## config.mk

```make
export PLATFORM = sky130hd
export DESIGN_NAME = conv_frame_sched_flat
export DESIGN_NICKNAME = d
export VERILOG_FILES = /design/src/rtl/conv_frame_sched_pkg.sv /design/src/rtl/conv_frame_sched_if.sv /design/src/rtl/conv_frame_sched_tag_delay.sv /design/src/rtl/conv_frame_sched.sv /design/src/flat_wrapper.sv
export SDC_FILE = /design/constraint.sdc
export NUM_CORES = 1
export LEC_CHECK = 0
export BUFFER_PORTS_ARGS = -buffer_cell sky130_fd_sc_hd__buf_4
export CORE_MARGIN = 1.5
export CORE_UTILIZATION = 45
export CTS_BUF_LIST = sky130_fd_sc_hd__clkbuf_16
export DETAILED_ROUTE_END_ITERATION = 10
export GPL_TIMING_DRIVEN = 0
export PLACE_DENSITY = 0.7
export SLEW_MARGIN = 20
export SYNTH_ARGS = -nofsm -noshare
export SYNTH_HDL_FRONTEND = slang
export SYNTH_SLANG_ARGS = --single-unit
```

## constraint.sdc

```tcl
create_clock -name clk -period 5.1 [get_ports clk]
set_input_delay 0.765 -clock clk [delete_from_list [all_inputs] [get_ports clk]]
set_output_delay 0.765 -clock clk [all_outputs]
set_load 0.01 [all_outputs]
```

## src/rtl/conv_frame_sched_pkg.sv

```systemverilog
// -----------------------------------------------------------------------------
// conv_frame_sched_pkg
// Shared types and helpers for the convolution frame scheduler:
//   - state_e      : scheduler FSM states
//   - tag_t        : per-pixel tag {ok, row, col} carried alongside each beat
//   - OUT_DIM / FRAME_PIX : output and frame dimensions for the default build
//   - out_dim(), frame_pix(), make_tag() : helpers usable with any N / K_SIZE
// -----------------------------------------------------------------------------
package conv_frame_sched_pkg;

    typedef enum logic [1:0] {
        ST_IDLE  = 2'd0,
        ST_FETCH = 2'd1,
        ST_DRAIN = 2'd2,
        ST_DONE  = 2'd3
    } state_e;

    localparam int DEF_N     = 4;
    localparam int DEF_K     = 3;
    localparam int OUT_DIM   = DEF_N - DEF_K + 1;
    localparam int FRAME_PIX = DEF_N * DEF_N;
    localparam int COORD_W   = 16;

    // ok marks a pixel that completes a full KxK window; row/col are already
    // translated into output coordinates (meaningless when ok is low).
    typedef struct packed {
        logic               ok;
        logic [COORD_W-1:0] row;
        logic [COORD_W-1:0] col;
    } tag_t;

    localparam int TAG_W = $bits(tag_t);

    function automatic int out_dim(input int n, input int k);
        return n - k + 1;
    endfunction

    function automatic int frame_pix(input int n);
        return n * n;
    endfunction

    // Build the tag for pixel (row, col); km1 is K_SIZE-1.
    function automatic tag_t make_tag(input logic [COORD_W-1:0] row,
                                      input logic [COORD_W-1:0] col,
                                      input logic [COORD_W-1:0] km1);
        tag_t t;
        t.ok  = (row >= km1) && (col >= km1);
        t.row = row - km1;
        t.col = col - km1;
        return t;
    endfunction

endpackage

```

## src/rtl/conv_frame_sched_if.sv

```systemverilog
// -----------------------------------------------------------------------------
// conv_frame_sched_if
// Bundles the scheduler's three data-side buses:
//   image buffer : rd_en_o, rd_addr_o (to RAM), mem_data_i (from RAM)
//   convolutor   : conv_en_o, conv_data_o (to datapath), conv_result_i (back)
//   result sink  : out_valid_o, out_data_o, out_row_o, out_col_o
// The master modport is the scheduler; the slave modport is its environment.
// -----------------------------------------------------------------------------
interface conv_frame_sched_if #(
    parameter int DATA_WIDTH = 16,
    parameter int ADDR_W     = 14
);
    logic                  rd_en_o;
    logic [ADDR_W-1:0]     rd_addr_o;
    logic [DATA_WIDTH-1:0] mem_data_i;
    logic                  conv_en_o;
    logic [DATA_WIDTH-1:0] conv_data_o;
    logic [DATA_WIDTH-1:0] conv_result_i;
    logic                  out_valid_o;
    logic [DATA_WIDTH-1:0] out_data_o;
    logic [15:0]           out_row_o;
    logic [15:0]           out_col_o;

    modport master (
        output rd_en_o, rd_addr_o, conv_en_o, conv_data_o,
               out_valid_o, out_data_o, out_row_o, out_col_o,
        input  mem_data_i, conv_result_i
    );

    modport slave (
        input  rd_en_o, rd_addr_o, conv_en_o, conv_data_o,
               out_valid_o, out_data_o, out_row_o, out_col_o,
        output mem_data_i, conv_result_i
    );
endinterface

```

## src/rtl/conv_frame_sched_tag_delay.sv

```systemverilog
// -----------------------------------------------------------------------------
// tag_delay
// Fixed-depth shift register for a valid bit plus a WIDTH-bit payload. It
// advances every cycle (no enable), so a beat entering at cycle t leaves at
// cycle t+DEPTH.
// Ports:
//   clk, rst   : clock, synchronous active-high reset (clears all stages)
//   valid_i    : beat valid entering stage 0
//   data_i     : payload entering stage 0
//   valid_o    : valid bit of the last stage
//   data_o     : payload of the last stage
//   pending_o  : some stage other than the last still holds a valid beat
// -----------------------------------------------------------------------------
module tag_delay #(
    parameter int DEPTH = 2,
    parameter int WIDTH = 33
) (
    input  logic             clk,
    input  logic             rst,
    input  logic             valid_i,
    input  logic [WIDTH-1:0] data_i,
    output logic             valid_o,
    output logic [WIDTH-1:0] data_o,
    output logic             pending_o
);

    logic [DEPTH-1:0] valid_q;
    logic [WIDTH-1:0] data_q [DEPTH];
    logic             pending_s;

    // Shift valid and payload one stage per cycle.
    always_ff @(posedge clk) begin
        if (rst) begin
            valid_q <= '0;
            for (int i = 0; i < DEPTH; i++) begin
                data_q[i] <= '0;
            end
        end else begin
            valid_q[0] <= valid_i;
            data_q[0]  <= data_i;
            for (int i = 1; i < DEPTH; i++) begin
                valid_q[i] <= valid_q[i-1];
                data_q[i]  <= data_q[i-1];
            end
        end
    end

    // The last stage is excluded: a beat sitting there is already being
    // presented, so the scheduler may finish on the following cycle.
    always_comb begin
        pending_s = 1'b0;
        for (int i = 0; i < DEPTH - 1; i++) begin
            pending_s = pending_s | valid_q[i];
        end
    end

    assign valid_o   = valid_q[DEPTH-1];
    assign data_o    = data_q[DEPTH-1];
    assign pending_o = pending_s;

endmodule

```

## src/rtl/conv_frame_sched.sv

```systemverilog
// -----------------------------------------------------------------------------
// conv_frame_sched
// Walks one N x N frame through the convolutor: issues row-major reads to the
// image buffer, forwards each returned pixel to the convolutor with an enable
// one cycle after the read, and tags every result with its output row/col.
// Results whose window is not fully inside the frame are dropped.
//
// Ports:
//   clk, rst    : clock, synchronous active-high reset (aborts a frame)
//   start_i     : frame start request, only looked at in IDLE
//   stall_i     : holds off new reads while high (FETCH only)
//   busy_o      : frame in progress (cycle after accept through done_o)
//   done_o      : one-cycle pulse, one cycle after the last result beat
//   bus         : master side of conv_frame_sched_if
//                 (image buffer read port, convolutor port, result port)
//
// Timing: a read decision made in FETCH shows up on rd_en_o/rd_addr_o the
// next cycle; data returns one cycle later together with conv_en_o, and the
// result follows RES_LAT cycles after that.
// -----------------------------------------------------------------------------
module conv_frame_sched
    import conv_frame_sched_pkg::*;
#(
    parameter int N          = 4,
    parameter int DATA_WIDTH = 16,
    parameter int K_SIZE     = 3,
    parameter int ADDR_W     = 14,
    parameter int RES_LAT    = 1
) (
    input  logic                clk,
    input  logic                rst,
    input  logic                start_i,
    input  logic                stall_i,
    output logic                busy_o,
    output logic                done_o,
    conv_frame_sched_if.master  bus
);

    localparam int                 FRAME_PIX_L = frame_pix(N);
    localparam logic [ADDR_W-1:0]  LAST_ADDR   = ADDR_W'(FRAME_PIX_L - 1);
    localparam logic [COORD_W-1:0] LAST_COL    = COORD_W'(N - 1);
    localparam logic [COORD_W-1:0] KM1         = COORD_W'(K_SIZE - 1);
    localparam int                 DLY_DEPTH   = 1 + RES_LAT;

    state_e             state_q,   state_d;
    logic [ADDR_W-1:0]  addr_q,    addr_d;
    logic [COORD_W-1:0] row_q,     row_d;
    logic [COORD_W-1:0] col_q,     col_d;
    logic               rd_en_q,   rd_en_d;
    logic [ADDR_W-1:0]  rd_addr_q, rd_addr_d;
    tag_t               tag_q,     tag_d;
    logic               conv_en_q;

    logic               dly_valid_s;
    logic [TAG_W-1:0]   dly_data_s;
    logic               dly_pending_s;
    tag_t               dly_tag_s;
    logic [DATA_WIDTH-1:0] pix_s;

    // Next-state, read issue and pixel row/col tracking.
    always_comb begin
        state_d   = state_q;
        addr_d    = addr_q;
        row_d     = row_q;
        col_d     = col_q;
        rd_en_d   = 1'b0;
        rd_addr_d = rd_addr_q;
        tag_d     = tag_q;

        case (state_q)
            ST_IDLE: begin
                if (start_i) begin
                    state_d = ST_FETCH;
                    addr_d  = '0;
                    row_d   = 16'd0;
                    col_d   = 16'd0;
                end else begin
                    state_d = ST_IDLE;
                end
            end

            ST_FETCH: begin
                if (!stall_i) begin
                    rd_en_d   = 1'b1;
                    rd_addr_d = addr_q;
                    tag_d     = make_tag(row_q, col_q, KM1);
                    addr_d    = addr_q + ADDR_W'(1);
                    if (col_q == LAST_COL) begin
                        col_d = 16'd0;
                        row_d = row_q + 16'd1;
                    end else begin
                        col_d = col_q + 16'd1;
                    end
                    if (addr_q == LAST_ADDR) begin
                        state_d = ST_DRAIN;
                    end else begin
                        state_d = ST_FETCH;
                    end
                end else begin
                    state_d = ST_FETCH;
                end
            end

            ST_DRAIN: begin
                // Finish once nothing is queued behind the beat currently on
                // the result port, so done_o lands one cycle after it.
                if (!rd_en_q && !dly_pending_s) begin
                    state_d = ST_DONE;
                end else begin
                    state_d = ST_DRAIN;
                end
            end

            ST_DONE: begin
                state_d = ST_IDLE;
            end

            default: begin
                state_d = ST_IDLE;
            end
        endcase
    end

    // State, counters and the registered read port.
    always_ff @(posedge clk) begin
        if (rst) begin
            state_q   <= ST_IDLE;
            addr_q    <= '0;
            row_q     <= 16'd0;
            col_q     <= 16'd0;
            rd_en_q   <= 1'b0;
            rd_addr_q <= '0;
            tag_q     <= '0;
            conv_en_q <= 1'b0;
        end else begin
            state_q   <= state_d;
            addr_q    <= addr_d;
            row_q     <= row_d;
            col_q     <= col_d;
            rd_en_q   <= rd_en_d;
            rd_addr_q <= rd_addr_d;
            tag_q     <= tag_d;
            conv_en_q <= rd_en_q;
        end
    end

    // One stage covers the memory read, the rest cover the datapath latency.
    tag_delay #(
        .DEPTH (DLY_DEPTH),
        .WIDTH (TAG_W)
    ) u_tag_delay (
        .clk       (clk),
        .rst       (rst),
        .valid_i   (rd_en_q),
        .data_i    (tag_q),
        .valid_o   (dly_valid_s),
        .data_o    (dly_data_s),
        .pending_o (dly_pending_s)
    );

    assign dly_tag_s = tag_t'(dly_data_s);
    assign pix_s     = bus.mem_data_i;

    assign bus.rd_en_o     = rd_en_q;
    assign bus.rd_addr_o   = rd_addr_q;
    assign bus.conv_en_o   = conv_en_q;
    assign bus.conv_data_o = pix_s;
    assign bus.out_valid_o = dly_valid_s & dly_tag_s.ok;
    assign bus.out_data_o  = bus.conv_result_i;
    assign bus.out_row_o   = dly_tag_s.row;
    assign bus.out_col_o   = dly_tag_s.col;

    assign busy_o = (state_q != ST_IDLE);
    assign done_o = (state_q == ST_DONE);

endmodule

```

## src/flat_wrapper.sv

```systemverilog
// flat-port wrapper written by rule: the top's interface ports become plain ports
module conv_frame_sched_flat import conv_frame_sched_pkg::*;
#(
    parameter int N          = 4,
    parameter int DATA_WIDTH = 16,
    parameter int K_SIZE     = 3,
    parameter int ADDR_W     = 14,
    parameter int RES_LAT    = 1
)
  (clk, rst, start_i, stall_i, busy_o, done_o, bus_rd_en_o, bus_rd_addr_o, bus_conv_en_o, bus_conv_data_o, bus_out_valid_o, bus_out_data_o, bus_out_row_o, bus_out_col_o, bus_mem_data_i, bus_conv_result_i);
  conv_frame_sched_if #(.DATA_WIDTH(DATA_WIDTH), .ADDR_W(ADDR_W)) bus_i ();
  input  logic clk;
  input  logic rst;
  input  logic start_i;
  input  logic stall_i;
  output logic busy_o;
  output logic done_o;
  output wire logic [$bits(bus_i.rd_en_o)-1:0] bus_rd_en_o;
  output wire logic [$bits(bus_i.rd_addr_o)-1:0] bus_rd_addr_o;
  output wire logic [$bits(bus_i.conv_en_o)-1:0] bus_conv_en_o;
  output wire logic [$bits(bus_i.conv_data_o)-1:0] bus_conv_data_o;
  output wire logic [$bits(bus_i.out_valid_o)-1:0] bus_out_valid_o;
  output wire logic [$bits(bus_i.out_data_o)-1:0] bus_out_data_o;
  output wire logic [$bits(bus_i.out_row_o)-1:0] bus_out_row_o;
  output wire logic [$bits(bus_i.out_col_o)-1:0] bus_out_col_o;
  input wire logic [$bits(bus_i.mem_data_i)-1:0] bus_mem_data_i;
  input wire logic [$bits(bus_i.conv_result_i)-1:0] bus_conv_result_i;
  assign bus_rd_en_o = bus_i.rd_en_o;
  assign bus_rd_addr_o = bus_i.rd_addr_o;
  assign bus_conv_en_o = bus_i.conv_en_o;
  assign bus_conv_data_o = bus_i.conv_data_o;
  assign bus_out_valid_o = bus_i.out_valid_o;
  assign bus_out_data_o = bus_i.out_data_o;
  assign bus_out_row_o = bus_i.out_row_o;
  assign bus_out_col_o = bus_i.out_col_o;
  assign bus_i.mem_data_i = bus_mem_data_i;
  assign bus_i.conv_result_i = bus_conv_result_i;
  conv_frame_sched #(.N(N), .DATA_WIDTH(DATA_WIDTH), .K_SIZE(K_SIZE), .ADDR_W(ADDR_W), .RES_LAT(RES_LAT)) u_core (.clk(clk), .rst(rst), .start_i(start_i), .stall_i(stall_i), .busy_o(busy_o), .done_o(done_o), .bus(bus_i));
endmodule
```

# After elaboration in Yosys (flattened, before gate mapping)
# Memories as Yosys holds them, arrays and structs flattened.
# Index checks and enable logic that the tools add are counted.
[totals]
reg_bits = 99
ramBits = 66
in_bits = 36
out_inout_bits = 83
wordCells = 64
mem_count = 1
[op_classes]
add_sub_neg = 5
order_cmp = 2
n_eq_ne = 8
muxes = 21
n_bitwise = 5
reduce_logical = 11
[mem_list]
columns = ["memory", "depth", "width", "read_ports", "rd_clocked_by_memory_dff", "write_ports", "line_no", "text"]
rows = [
  ["u_core.u_tag_delay.data_q", 2, 33, 2, 0, 2, "conv_frame_sched_tag_delay.sv:28", "logic [WIDTH-1:0] data_q [DEPTH];"],
]
[ops]
columns = ["op", "count"]
rows = [
  ["$mux W16", 5],
  ["$mux W33", 2],
  ["$pmux W16 S2", 2],
  ["$add A16 B1 Y16 const B", 2],
  ["$ge A16 B2 Y1 const B", 2],
  ["$sub A16 B2 Y16 const B", 2],
  ["$mux W14", 2],
  ["$pmux W14 S2", 1],
  ["$eq A16 B2 Y1 const B", 1],
  ["$add A14 B1 Y14 const B", 1],
  ["$eq A14 B4 Y1 const B", 1],
  ["$pmux W2 S4", 1],
  ["$mux W1", 6],
  ["$eq A2 B2 Y1 const B", 2],
  ["$mux W2", 2],
  ["$ne A2 B2 Y1 const B", 2],
  ["$reduce_and A4 Y1", 1],
  ["$reduce_bool A2 Y1", 2],
  ["$reduce_and A3 Y1", 1],
  ["$eq A2 B1 Y1 const B", 1],
  ["$logic_and A1 B1 Y1", 2],
  ["$logic_not A1 Y1", 2],
  ["$logic_not A2 Y1", 1],
  ["$ne A2 B1 Y1 const B", 1],
  ["5 further kinds", 7],
]

# Logic depth before layout (Yosys ltp)
[logic_depth]
word_depth = 4
mapped_depth = 7
ltp_nobuf = 7

# Hierarchy
# A second synthesis with hierarchy kept.
[unflattened]
cells_unflattened = 782
hier_area_um2 = 7105.6
[modules_own_cells]
columns = ["mod", "instances", "cells_per_inst", "area_per_inst_um2", "seq_area_each_um2"]
rows = [
  ["conv_frame_sched", 1, 606, 5021.1, 1941.9],
  ["tag_delay", 1, 176, 2084.5, 1361.3],
]

# Worst setup path before layout
# No wires, ideal clock.
[synth_path]
path_kind = "input -> register"
from = "input port stall_i"
to = "register u_core.row_q[13]"
setup_time_ns = 0.071
arrival_ns = 2.095
required_ns = 5.029
path_slack_ns = 2.934
stages = 5
path_buffers = 0
path_cell_list = "nand2b_1 a2111oi_0 o211ai_1 or3_1 a21oi_1"
[synth_via]
elab_chain_len = 2
[synth_rtl]
columns = ["element", "line_no", "text"]
rows = [
  ["from (decl)", "flat_wrapper.sv:15", "input logic stall_i;"],
  ["$ne A2 B2 Y1 (no line)", "n/a", ""],
  ["$reduce_and A4 Y1 (no line)", "n/a", ""],
  ["to (signal assigned)", "conv_frame_sched.sv:138", "row_q <= row_d;"],
  ["to (decl)", "conv_frame_sched.sv:47", "logic [COORD_W-1:0] row_q, row_d;"],
]
# No other way between the ends.
# A chain may end at the register's enable or synchronous reset.

==> flow_summary.toml <==
[status]
status = "complete, no violations"

[floorplan]
core_area_sq_um = 15200
die_h_microns = 128
dieArea_sq_um = 16300
die_w_microns = 128
boundaryPins = 119
placementRows = 45
initial_utilization_pct = 46.1

[sta]
fin_worst_skew_ns = 0.00958
rsz0062_at_grt = "false"
drv_slew = 0
setup_violations = 0
timing.final.crit_share_pct = 48.6
fmax_ghz = 0.404
maxSlewHeadroom_pct = 47.8
hold_viol_final = 0
max_slew.worst_pin.slew_ns = 0.780
final.min_clock_period_ns = 2.48
finalWorstSetupSlack_ns = 2.62
fin_tns_setup_ns = 0

[layout]
n_antenna_cell = 0
final_common_cell = "dfxtp_1"
num-nets-final = 918
area_growth_pct = 20.3
drive_above_1_share_pct = 23.9
layout_common_cells = "dfxtp_1, buf_4, nor2_1"
design_area_sq_um = 8440
post-route-util_pct = 55.5

[global_route]
grt_max_degree = 17
antenna_found_initial = 0
grt_pass1_vias = 4749
grt-ovfl-total = 0
grt_pass1_wl_microns = 23400
grtUsageTotal_pct = 18.3

[place]
hpwlAfterDp_microns = 10400
gp_congestion = 0.892
port_buffers = 85
dp_worst_setup_slack_ns = 2.32
place_area_sq_um = 7890

[clocking]
cts_sinks = 164
cts_setup_buffers = 0
htreeDepth = 4
clkLatencyLatePin_ns = 0.43
cts_root_buffer = "clkbuf_16"
cts_max_path_buffers = 2
cts_made_buffers = 17
cts_resized = 0
path_clk_slew_ns = 0.06
cts_hold_buf = 0
cts_tree = "done"

[worst_setup_path]
path_cells = "clkbuf_1 -> nor2_1 -> o21ai_0 -> clkbuf_1 -> nor2_1"
crit_arrival_ns = 2.77
start_kind = "flop"
critical_path.max_stage_delay_ns = 0.68
crit_path_end_kind = "flop"
path_max_fanout = 10
crit_path_top_delay_cell = "o21ai_0"
critical_path_required_ns = 5.40
crit_type = "flop to flop"

[power]
power_density_nw_per_um2 = 323
leakage_nw = 3.38
ir_worst_vdd_mv = 0.285

[synthesis]
synth-seq-cells = 164
ys_warn_count = 0
synthArstFlopShare_pct = 0
yosysTopAreaCellShare_pct = 46.8
yosysSeqAreaShare_pct = 46.8
yosys.area.top_type = "dfxtp_1"
synth.avg_cell_area_sq_um = 9.12
synth_edf_count = 0
netlist_area_sq_um = 7010
syn_nets = 814
synth_cell_types = 60
synthesis.instances = 769
netlist_top_cells_area = "dfxtp_1, buf_4, nor2b_1"
ys.flop_type = "dfxtp_1"

[job]
cap_viol_max_count = 0

[detailed_routing]
vias_per_cell = 5.00
drc = 0
drt_iter0_markers = 425
routed_wl_microns = 14700
vias = 5372
wl_per_cell_microns = 13.7
drt.antenna.violating_nets = 0
drtPass1Iterations = 5

[hold_path]
worstHoldPathType = "flop to flop"
-- power breakdown --
| group | internal, mW | total, mW | switching [mW] |
|---|---|---|---|
| Combinational | 0.0863 | 0.194 | 0.107 |
| Clock | 0.674 | 1.20 | 0.527 |
| Sequential | 1.32 | 1.33 | 0.0128 |
| Total | 2.08 | 2.72 | 0.647 |
-- path summary, 6_finish.rpt --
check | endpoint | startpoint | depth (start not counted) | slack [ns]
min reg2reg | u_core.u_tag_delay.data_q[0][55] | u_core.u_tag_delay.data_q[0][22] | 1 | 0.43
max | u_core.addr_q[5] | flop | 5 | 2.62
max reg2reg | u_core.addr_q[5] | flop | 5 | 2.62
min | u_core.u_tag_delay.data_q[0][55] | u_core.u_tag_delay.data_q[0][22] | 1 | 0.43
-- per-stage QoR --
step / cells / hold slack, ns / power [mW]
floorplan: 769 / 0.414 / 1.48
global placement: 1042 / 0.420 / 1.55
detailed placement: 1042 / 0.420 / 1.55
CTS: 1074 / 0.435 / 2.74
global route: 1074 / 0.451 / 2.82
finish: 1074 / 0.434 / 2.72
-- per-layer routing --
metal / routed length, microns / global-route usage [%] / up-vias
met4: 263 / 7.53 / 0
met5: 0 / 0 / -
li1: - / - / 2749
met1: 6760 / 23.8 / 2404
met2: 6560 / 29.1 / 200
met3: 1100 / 4.51 / 19
-- registers in the layout, summed over array words and instances (netlist names), named ones only --
register	flops
u_core.bus.rd_en_o	1
u_core.bus.rd_addr_o	14
u_core.state_q	1
u_core.u_tag_delay.valid_q	2
u_core.addr_q	14
u_core.u_tag_delay.data_q	66
u_core.col_q	16
u_core.row_q	16
u_core.tag_q	33
-- cell usage after synthesis, types with 2 or more instances --
master	count
nor3_1	19
nor2_1	70
nand4b_1	2
a211oi_2	2
dfxtp_1	164
or4_1	3
xnor2_1	28
clkbuf_8	4
a2bb2oi_1	6
nor4_2	2
nor3b_1	4
buf_6	3
and4_1	4
a311oi_1	3
o21ai_0	13
nor2b_1	69
or2_2	2
a21oi_1	37
or3_1	7
o211ai_1	2
ha_1	9
a2111oi_2	5
clkbuf_1	37
nor2_2	3
and2_1	5
o31ai_1	4
nor4_1	12
buf_4	68
nor4b_1	3
a211oi_1	24
xor2_1	18
inv_1	14
nand2_1	65
nand2b_1	3
nand4_1	13
nand3_1	15
a31oi_1	4
-- final cells by class --
cell class              count  area, sq um
repair buffers             85          638
multi-input cells         475         2920
clock buffers              17          425
plain buffers             116          761
fillers                  1400         6760
well taps                 188          235
flip-flops and latches    164         3280
clock inverters            15          128
inverters                  14         52.6
-- critical path, delay by kind of cell, from the launching register on --
kind | cells | cell delay, ns
simple gates | 2 | 0.45
flops | 1 | 0.33
compound gates | 1 | 0.68
buf+inv | 2 | 0.89
-- cells by family after synthesis --
group,count (synthesis),share of synthesized area (%)
compound gates,110,11.0
xor+xnor,46,5.74
fa+ha+maj,9,1.61
buf+inv,130,11.6
flops,164,46.8
mux,2,0.303
simple gates,308,23.0
Note: power is estimated with default switching activity, not from simulation.
